## src/rtl/mem_port_arbiter_if.sv

```systemverilog
// Bundle of the fetch port, data port and Memory-side signals shared by the arbiter.
// The slave modport is the arbiter's view; master is the pipeline/memory side.
interface mem_port_arbiter_if #(
    parameter int BYTE_SIZE  = 4,
    parameter int ADDR_WIDTH = 12
);
    logic                    i_req;
    logic [ADDR_WIDTH-1:0]   i_addr;
    logic                    i_ack;
    logic [8*BYTE_SIZE-1:0]  i_rdata;
    logic                    i_err;

    logic                    d_req;
    logic                    d_we;
    logic [ADDR_WIDTH-1:0]   d_addr;
    logic [8*BYTE_SIZE-1:0]  d_wdata;
    logic                    d_ack;
    logic [8*BYTE_SIZE-1:0]  d_rdata;
    logic                    d_err;

    logic                    mem_we;
    logic [ADDR_WIDTH-1:0]   mem_addr;
    logic [8*BYTE_SIZE-1:0]  mem_wd;
    logic [8*BYTE_SIZE-1:0]  mem_rd;

    logic                    busy;

    modport slave (
        input  i_req, i_addr, d_req, d_we, d_addr, d_wdata, mem_rd,
        output i_ack, i_rdata, i_err, d_ack, d_rdata, d_err,
        output mem_we, mem_addr, mem_wd, busy
    );

    modport master (
        output i_req, i_addr, d_req, d_we, d_addr, d_wdata, mem_rd,
        input  i_ack, i_rdata, i_err, d_ack, d_rdata, d_err,
        input  mem_we, mem_addr, mem_wd, busy
    );
endinterface

```

## src/rtl/mem_port_arbiter.sv

```systemverilog
// Shares one single-port byte memory between the fetch (read-only) and data ports.
// One access in flight: IDLE -> ACCESS -> DONE, with a one-cycle ack per request.
module mem_port_arbiter #(
    parameter int BYTE_SIZE  = 4,
    parameter int ADDR_WIDTH = 12,
    parameter int MEM_DEPTH  = 20,
    parameter bit RR_MODE    = 1'b1
) (
    input logic              clk,
    input logic              reset,
    mem_port_arbiter_if.slave bus
);
    localparam int DW = 8 * BYTE_SIZE;
    localparam logic [ADDR_WIDTH:0] LAST_OFS  = (ADDR_WIDTH + 1)'(BYTE_SIZE - 1);
    localparam logic [ADDR_WIDTH:0] LAST_BYTE = (ADDR_WIDTH + 1)'(MEM_DEPTH - 1);

    typedef enum logic [1:0] {
        IDLE,
        ACCESS,
        DONE
    } state_t;

    state_t          r_state;
    logic            r_ownerD;
    logic            r_lastD;
    logic            r_iAck;
    logic            r_iErr;
    logic [DW-1:0]   r_iRdata;
    logic            r_dAck;
    logic            r_dErr;
    logic [DW-1:0]   r_dRdata;

    logic                  w_access;
    logic [ADDR_WIDTH-1:0] w_addr;
    logic [ADDR_WIDTH:0]   w_endAddr;
    logic                  w_oor;
    logic                  w_grantD;

    assign w_access  = (r_state == ACCESS);
    assign w_addr    = r_ownerD ? bus.d_addr : bus.i_addr;
    // One extra bit so an access running past the top of the address space cannot wrap to a legal address.
    assign w_endAddr = {1'b0, w_addr} + LAST_OFS;
    assign w_oor     = (w_endAddr > LAST_BYTE);

    // On contention D wins unless round-robin says D had the previous grant.
    assign w_grantD  = bus.d_req & (~bus.i_req | ~RR_MODE | ~r_lastD);

    // Memory strobes are combinational from state so a reset mid-access kills the write at once.
    assign bus.mem_we   = w_access & r_ownerD & bus.d_we & ~w_oor;
    assign bus.mem_addr = w_access ? w_addr : '0;
    assign bus.mem_wd   = (w_access & r_ownerD) ? bus.d_wdata : '0;
    assign bus.busy     = (r_state != IDLE);

    assign bus.i_ack   = r_iAck;
    assign bus.i_err   = r_iErr;
    assign bus.i_rdata = r_iRdata;
    assign bus.d_ack   = r_dAck;
    assign bus.d_err   = r_dErr;
    assign bus.d_rdata = r_dRdata;

    always_ff @(posedge clk or posedge reset) begin
        if (reset) begin
            r_state  <= IDLE;
            r_ownerD <= 1'b1;
            r_lastD  <= 1'b0;
            r_iAck   <= 1'b0;
            r_iErr   <= 1'b0;
            r_iRdata <= '0;
            r_dAck   <= 1'b0;
            r_dErr   <= 1'b0;
            r_dRdata <= '0;
        end else begin
            case (r_state)
                IDLE: begin
                    if (bus.i_req | bus.d_req) begin
                        r_ownerD <= w_grantD;
                        r_state  <= ACCESS;
                    end
                end
                ACCESS: begin
                    if (r_ownerD) begin
                        r_dAck <= 1'b1;
                        r_dErr <= w_oor;
                        if (!bus.d_we) begin
                            r_dRdata <= w_oor ? '0 : bus.mem_rd;
                        end
                    end else begin
                        r_iAck   <= 1'b1;
                        r_iErr   <= w_oor;
                        r_iRdata <= w_oor ? '0 : bus.mem_rd;
                    end
                    r_lastD <= r_ownerD;
                    r_state <= DONE;
                end
                DONE: begin
                    r_iAck  <= 1'b0;
                    r_iErr  <= 1'b0;
                    r_dAck  <= 1'b0;
                    r_dErr  <= 1'b0;
                    r_state <= IDLE;
                end
                default: r_state <= IDLE;
            endcase
        end
    end
endmodule

```

## src/flat_wrapper.sv

```systemverilog
// flat-port wrapper written by rule: the top's interface ports become plain ports
module mem_port_arbiter_flat 
#(
    parameter int BYTE_SIZE  = 4,
    parameter int ADDR_WIDTH = 12,
    parameter int MEM_DEPTH  = 20,
    parameter bit RR_MODE    = 1'b1
)
  (clk, reset, bus_i_req, bus_i_addr, bus_d_req, bus_d_we, bus_d_addr, bus_d_wdata, bus_mem_rd, bus_i_ack, bus_i_rdata, bus_i_err, bus_d_ack, bus_d_rdata, bus_d_err, bus_mem_we, bus_mem_addr, bus_mem_wd, bus_busy);
  mem_port_arbiter_if #(.BYTE_SIZE(BYTE_SIZE), .ADDR_WIDTH(ADDR_WIDTH)) bus_i ();
  input logic clk;
  input logic reset;
  input wire logic [$bits(bus_i.i_req)-1:0] bus_i_req;
  input wire logic [$bits(bus_i.i_addr)-1:0] bus_i_addr;
  input wire logic [$bits(bus_i.d_req)-1:0] bus_d_req;
  input wire logic [$bits(bus_i.d_we)-1:0] bus_d_we;
  input wire logic [$bits(bus_i.d_addr)-1:0] bus_d_addr;
  input wire logic [$bits(bus_i.d_wdata)-1:0] bus_d_wdata;
  input wire logic [$bits(bus_i.mem_rd)-1:0] bus_mem_rd;
  output wire logic [$bits(bus_i.i_ack)-1:0] bus_i_ack;
  output wire logic [$bits(bus_i.i_rdata)-1:0] bus_i_rdata;
  output wire logic [$bits(bus_i.i_err)-1:0] bus_i_err;
  output wire logic [$bits(bus_i.d_ack)-1:0] bus_d_ack;
  output wire logic [$bits(bus_i.d_rdata)-1:0] bus_d_rdata;
  output wire logic [$bits(bus_i.d_err)-1:0] bus_d_err;
  output wire logic [$bits(bus_i.mem_we)-1:0] bus_mem_we;
  output wire logic [$bits(bus_i.mem_addr)-1:0] bus_mem_addr;
  output wire logic [$bits(bus_i.mem_wd)-1:0] bus_mem_wd;
  output wire logic [$bits(bus_i.busy)-1:0] bus_busy;
  assign bus_i.i_req = bus_i_req;
  assign bus_i.i_addr = bus_i_addr;
  assign bus_i.d_req = bus_d_req;
  assign bus_i.d_we = bus_d_we;
  assign bus_i.d_addr = bus_d_addr;
  assign bus_i.d_wdata = bus_d_wdata;
  assign bus_i.mem_rd = bus_mem_rd;
  assign bus_i_ack = bus_i.i_ack;
  assign bus_i_rdata = bus_i.i_rdata;
  assign bus_i_err = bus_i.i_err;
  assign bus_d_ack = bus_i.d_ack;
  assign bus_d_rdata = bus_i.d_rdata;
  assign bus_d_err = bus_i.d_err;
  assign bus_mem_we = bus_i.mem_we;
  assign bus_mem_addr = bus_i.mem_addr;
  assign bus_mem_wd = bus_i.mem_wd;
  assign bus_busy = bus_i.busy;
  mem_port_arbiter #(.BYTE_SIZE(BYTE_SIZE), .ADDR_WIDTH(ADDR_WIDTH), .MEM_DEPTH(MEM_DEPTH), .RR_MODE(RR_MODE)) u_core (.clk(clk), .reset(reset), .bus(bus_i));
endmodule
```

## config.mk

```make
export PLATFORM = sky130hd
export DESIGN_NAME = mem_port_arbiter_flat
export DESIGN_NICKNAME = d
export VERILOG_FILES = /design/src/rtl/mem_port_arbiter_if.sv /design/src/rtl/mem_port_arbiter.sv /design/src/flat_wrapper.sv
export SDC_FILE = /design/constraint.sdc
export NUM_CORES = 1
export LEC_CHECK = 0
export ABC_AREA = 1
export CAP_MARGIN = 20
export CELL_PAD_IN_SITES_DETAIL_PLACEMENT = 1
export CELL_PAD_IN_SITES_GLOBAL_PLACEMENT = 1
export CORE_UTILIZATION = 27
export CTS_CLUSTER_DIAMETER = 120
export DETAILED_ROUTE_END_ITERATION = 7
export GPL_ROUTABILITY_DRIVEN = 0
export PLACE_DENSITY = 0.91
export SLEW_MARGIN = 20
export SYNTH_ARGS = -nofsm -noshare
export SYNTH_HDL_FRONTEND = slang
export SYNTH_SLANG_ARGS = --single-unit
```

## constraint.sdc

```tcl
create_clock -name clk -period 4.22 [get_ports clk]
set_input_delay 1.266 -clock clk [delete_from_list [all_inputs] [get_ports clk]]
set_output_delay 1.266 -clock clk [all_outputs]
set_load 0.01 [all_outputs]
```

After elaboration in Yosys (flattened, before gate mapping)
Index checks and enable logic that the tools add are counted.
{"block": "op_classes", "eq_ne": 5, "order_cmp": 1, "reduce_logical": 8, "div": 0, "addsub": 1, "bitwise": 11, "multipliers": 0, "n_mux": 14, "shifts": 0}
{"operator": "32-bit 2-to-1 mux", "n": 2}
{"operator": "12-bit 2-to-1 mux", "n": 2}
{"operator": "12-bit by 2-bit adder with 13-bit output, second input constant", "n": 1}
{"operator": "13-bit by 5-bit greater-than comparator with 1-bit output, second input constant", "n": 1}
{"operator": "1-bit case mux with 2 select lines", "n": 4}
{"operator": "2-bit AND reduction", "n": 4}
{"operator": "1-bit NOT", "n": 5}
{"operator": "1-bit bitwise AND", "n": 4}
{"operator": "1-bit 2-to-1 mux", "n": 4}
{"operator": "2-bit by 1-bit != test with 1-bit output, second input constant", "n": 2}
{"operator": "2-bit case mux with 2 select lines", "n": 1}
{"operator": "2-bit nonzero test", "n": 2}
{"operator": "3-bit AND reduction", "n": 1}
{"operator": "2-bit by 1-bit equality test with 1-bit output, second input constant", "n": 1}
{"operator": "2-bit equality test, second input constant", "n": 1}
{"operator": "2-bit logical NOT", "n": 1}
{"operator": "2-bit 2-to-1 mux", "n": 1}
{"operator": "2-bit != test, second input constant", "n": 1}
{"operator": "1-bit OR", "n": 2}
{"block": "totals", "latch_bits": 0, "register_bits": 72, "elab_cells": 49, "ramBits": 0, "mem_count": 0, "romBits": 0}

Depth between registers and ports, before layout
{"block": "depth", "ltp_word": 5, "mapped_depth": 17, "ltp_nobuf": 15}

Worst setup path before layout
Ideal clock, no wire load.
{"block": "synth_timing", "path_kind": "input port to output port", "startpoint": "in bus_i_addr[1]", "endpoint": "out bus_mem_we", "stages": 14, "path_slack_ns": 0.279, "arrival_ns": 2.675, "cell_sequence": "inv_1 -> nand2_1 -> nand2_1 -> ha_1 -> nor2_1 -> nand3_1 -> nand2_1 -> nand2_1 -> nor2_1 -> nand2_1 -> nor2_2 -> buf_6 -> nand3_1 -> nor2_1"}
{"block": "synth_via", "elab_chain_len": 5}
{"item": "start, declared", "line": "flat_wrapper.sv:14", "text": "input wire logic [$bits(bus_i.i_addr)-1:0] bus_i_addr;"}
{"item": "12-bit 2-to-1 mux", "line": "mem_port_arbiter.sv:40", "text": "assign w_addr = r_ownerD ? bus.d_addr : bus.i_addr;"}
{"item": "12-bit by 2-bit adder with 13-bit output", "line": "mem_port_arbiter.sv:42", "text": "assign w_endAddr = {1'b0, w_addr} + LAST_OFS;"}
{"item": "13-bit by 5-bit greater-than comparator with 1-bit output", "line": "mem_port_arbiter.sv:43", "text": "assign w_oor = (w_endAddr > LAST_BYTE);"}
{"item": "1-bit NOT", "line": "mem_port_arbiter.sv:49", "text": "assign bus.mem_we = w_access & r_ownerD & bus.d_we & ~w_oor;"}
{"item": "1-bit bitwise AND", "line": "mem_port_arbiter.sv:49"}
{"item": "end, declared", "line": "flat_wrapper.sv:26", "text": "output wire logic [$bits(bus_i.mem_we)-1:0] bus_mem_we;"}
Every way passes these cells.

Worst setup path in the final report
{"block": "layout_timing", "startpoint": "in bus_i_addr[0]", "endpoint": "out bus_mem_we"}
Same word-level chain as after synthesis.

==> parameters.txt <==
Parameter                              Value

Synth
  YS warnings    0
  Most used flip-flop cell after synthesis    dfrtp_1
  Number of distinct library cells after synthesis    22
  Share of synthesized area occupied by flip-flops and latches    46.5%
  Fraction of synthesis flops using an asynchronous set or reset pin    100%
  Synth Instances    534
  Number of register bits inferred by synthesis    72
  EDFF count, synth    0
  Syn avg cell area    7.26 um^2
  Post-synthesis net count    629
  Post-synthesis instance area    3880 um^2

Clock network
  Library cell used as clock root buffer    clkbuf_16
  Total clock buffers created by CTS    9
  Clock transition time at the flip-flop clock pins of the worst setup and hold paths    0.06 ns
  Max clock buf depth    2
  TritonCTS clock tree    done
  Number of levels the H-tree was split into    3
  Clk Latency, worst-skew pair    0.32 ns
  Clock net sink count    72

Pwr
  Switching component of the power    0.00129 W
  Switch share    39.2%
  Relative contribution of combinational cells to total power    49.0%
  Post-layout power    0.00330 W
  Leakage power    3.53 nW
  P per Cell Area    477 nW/um^2
  Sequential share of power    24.3%
  VDD IR max    239 uV
  Internal power summed over all cells    0.00201 W
  Relative contribution of the clock network to total power    26.7%

Cells and area
  Finished Layout Cells    949
  Total Nets Final    859
  Fill cells    1,649
  Post-Layout Inst Area    6920 um^2
  Relative area change from synthesis to final layout    78.4%
  Fraction of final layout cells with drive strength greater than 1    16.4%
  Total inserted antenna cells    0

Floorplan
  Row Count    43
  Floorplan die area    14,800 um^2
  Core outline area    13,900 um^2
  I/O pin count    207
  Initial Utilization    27.8%
  Chip Width    122 um
  Die Height    122 um

Route
  Routed via count divided by cell count    4.75
  Total vias in the final route    4,508
  Post-detailed-route DRC marker count    0
  Initial DRC Count    242
  Wirelength per Cell    16.9 um
  Length of the first detailed-routing pass in iterations    4
  Antenna violation net count after detailed routing    0
  Detailed Route WL    16.0 mm

Critical path
  Crit path cell chain    clkbuf_2 > inv_2 > nand2_2 > nand2_4 > ha_4 > nor2_4 > nand3_4 > buf_6 > o21ai_2 > nand2_2 > nor2_4 > nand3_2 > nor2_1 > buf_2
  Kind of launch point of the worst setup path    input pin
  Worst Path Arrival    2.84 ns
  Slowest Stage Delay on Critical Path    0.18 ns
  Critical Path Sink Type    output pin
  Data required time of the critical path    2.95 ns
  Path type of the worst setup path    in -> out
  Worst Path Max Fanout    3
  Slowest cell on the critical path    ha_4

GRT
  Global-route wire length before repair    24.4 mm
  Fraction of met2 tracks used by global routing    39.1%
  Met3 track demand over resource    3.79%
  GR Layer Usage met1    23.8%
  Initial antenna violation count    0
  Via count of the first global-routing pass    4,805
  Pin count of the biggest net entering global routing    66
  Total congestion overflow    0
  Layer carrying the most global-route usage    met2
  GRT Overall Usage    21.0%

Status
  Run status    finished clean

Flow run
  Number of max-cap violations    0

Timing
  Post-route worst hold slack    0.477 ns
  Post-layout min period    4.11 ns
  Number of max-slew violations in the final report    0
  Worst Clk Skew    0.00727 ns
  Worst-case headroom to the max-slew limit    46.2%
  Final-report hold violation count    0
  Highest clock rate    0.243 GHz
  Final-report setup violation count    0
  Least-Margin Pin Slew    0.807 ns
  Part of the cycle the worst path needs    97.3%

Placement
  Detail Placement HPWL    10.7 mm
  Dpl cells    913
  Number of port buffers    206
  Area post-placement    6190 um^2

Min path
  Hold Crit Class    reg -> reg
## per-layer routing
metal,routed length (um),up-vias
met2,8590,150
met4,345,0
li1,-,2138
met1,6270,2190
met3,819,30
met5,0,-
## cells by family (layout without fill, tap and decap cells)
family                   after synthesis  count (layout)  synth area share [%]
adder cells (fa/ha/maj)                2               2                 0.645
buffers and inverters                 98             333                  11.9
flip-flops                            72              72                  46.5
AND/OR/NAND/NOR                      351             351                  39.4
multiplexers                           1               1                 0.258
AO/OA/AOI/OAI                         10              10                  1.29
## critical path, delay by kind of cell
kind | cells | cell delay, ns
AOI/OAI and AO/OA | 1 | 0.13
and+or+nand+nor | 8 | 0.85
adders and majority gates | 1 | 0.18
buffers and inverters | 4 | 0.39
## synthesized netlist by cell type, types with 5 or more instances
library cell  number  area share, %
buf_2              9            1.2
o21ai_0            7           0.90
nand4_1           67             11
inv_1             62            6.0
buf_6              8            2.3
clkbuf_1          11            1.1
nand3_1           10            1.3
nand2_1          203             20
buf_4              5           0.97
nor2_1            61            5.9
dfrtp_1           71             46
nor2_2             5           0.81
## stage by stage
step | setup slack (ns) | util (%) | setup TNS, ns
after CTS | 0.00456 | 48.2 | 0
after detailed placement | -0.799 | 44.5 | -0.799
after global placement | -0.673 | 44.3 | -0.673
after floorplan | 0.279 | - | 0
after global routing | -0.00574 | 49.6 | -0.00574
final | 0.113 | 49.6 | 0
## path summary, 6_finish.rpt
kind | start | endpoint | slack (ns) | depth (start not counted)
min in group asynchronous | reset | u_core.bus.d_rdata[13] | 1.42 | 2
hold reg to reg | u_core.bus.d_rdata[2] | u_core.bus.d_rdata[2] | 0.48 | 2
hold / removal | u_core.bus.d_rdata[2] | u_core.bus.d_rdata[2] | 0.48 | 2
setup reg to reg | u_core.r_ownerD | u_core.bus.d_err | 0.48 | 28
setup / recovery | bus_i_addr[0] | bus_mem_we | 0.11 | 14
max in group asynchronous | reset | u_core.r_ownerD | 2.05 | 3
## state kept, by name, summed over array words and instances, names as in the netlist
| signal | flops |
|---|---|
| u_core.r_state | 2 |
| u_core.bus.i_err | 1 |
| u_core.bus.i_ack | 1 |
| u_core.bus.d_err | 1 |
| u_core.r_lastD | 1 |
| u_core.r_ownerD | 1 |
| u_core.bus.i_rdata | 32 |
| u_core.bus.d_ack | 1 |
| u_core.bus.d_rdata | 32 |
## power by group through the flow
stage / Combinational, W / Clock (W) / Sequential (W)
floorplan: 0.000749 / 0 / 0.000824
global placement: 0.00138 / 0 / 0.000809
detailed placement: 0.00142 / 0 / 0.000815
CTS: 0.00148 / 0.000898 / 0.000803
global route: 0.00174 / 0.000930 / 0.000809
finish: 0.00161 / 0.000880 / 0.000803
## what timing repair did
item                       CTS  global route
setup endpoints to repair    1             2
cloned                       0             0
pin swaps                   15            28
setup buffers               16             5
resized for setup           24            69
hold buffers                 0             0
## cells in the final DEF, fill, tap and decap left out, types with 2 or more instances in the layout
master / Yosys / routed
a21oi_1: 2 / 2
buf_4: 5 / 41
buf_6: 8 / 6
bufinv_16: 0 / 3
clkbuf_16: 0 / 9
clkdlybuf4s50_1: 0 / 190
clkinv_1: 2 / 2
dfrtp_1: 71 / 71
dlymetal6s2s_1: 0 / 11
ha_4: 0 / 2
inv_1: 62 / 54
inv_2: 0 / 8
nand2_1: 203 / 177
nand2_2: 3 / 23
nand2_4: 0 / 6
nand3_1: 10 / 4
nand3_2: 0 / 5
nand4_1: 67 / 67
nor2_1: 61 / 56
nor2_2: 5 / 3
nor2_4: 1 / 8
o21ai_0: 7 / 6
## area by class of cell
| class | instances | area (um^2) | area share, % |
|---|---|---|---|
| repair buffers | 252 | 2470 | 35.8 |
| flip-flops and latches | 72 | 1800 | 26.1 |
| clock inverters | 5 | 104 | 1.50 |
| inverters | 65 | 246 | 3.56 |
| multi-input cells | 364 | 1820 | 26.3 |
| clock buffers | 11 | 243 | 3.51 |
| well taps | 180 | 225 | 3.26 |
(Power assumes the default switching activity.)
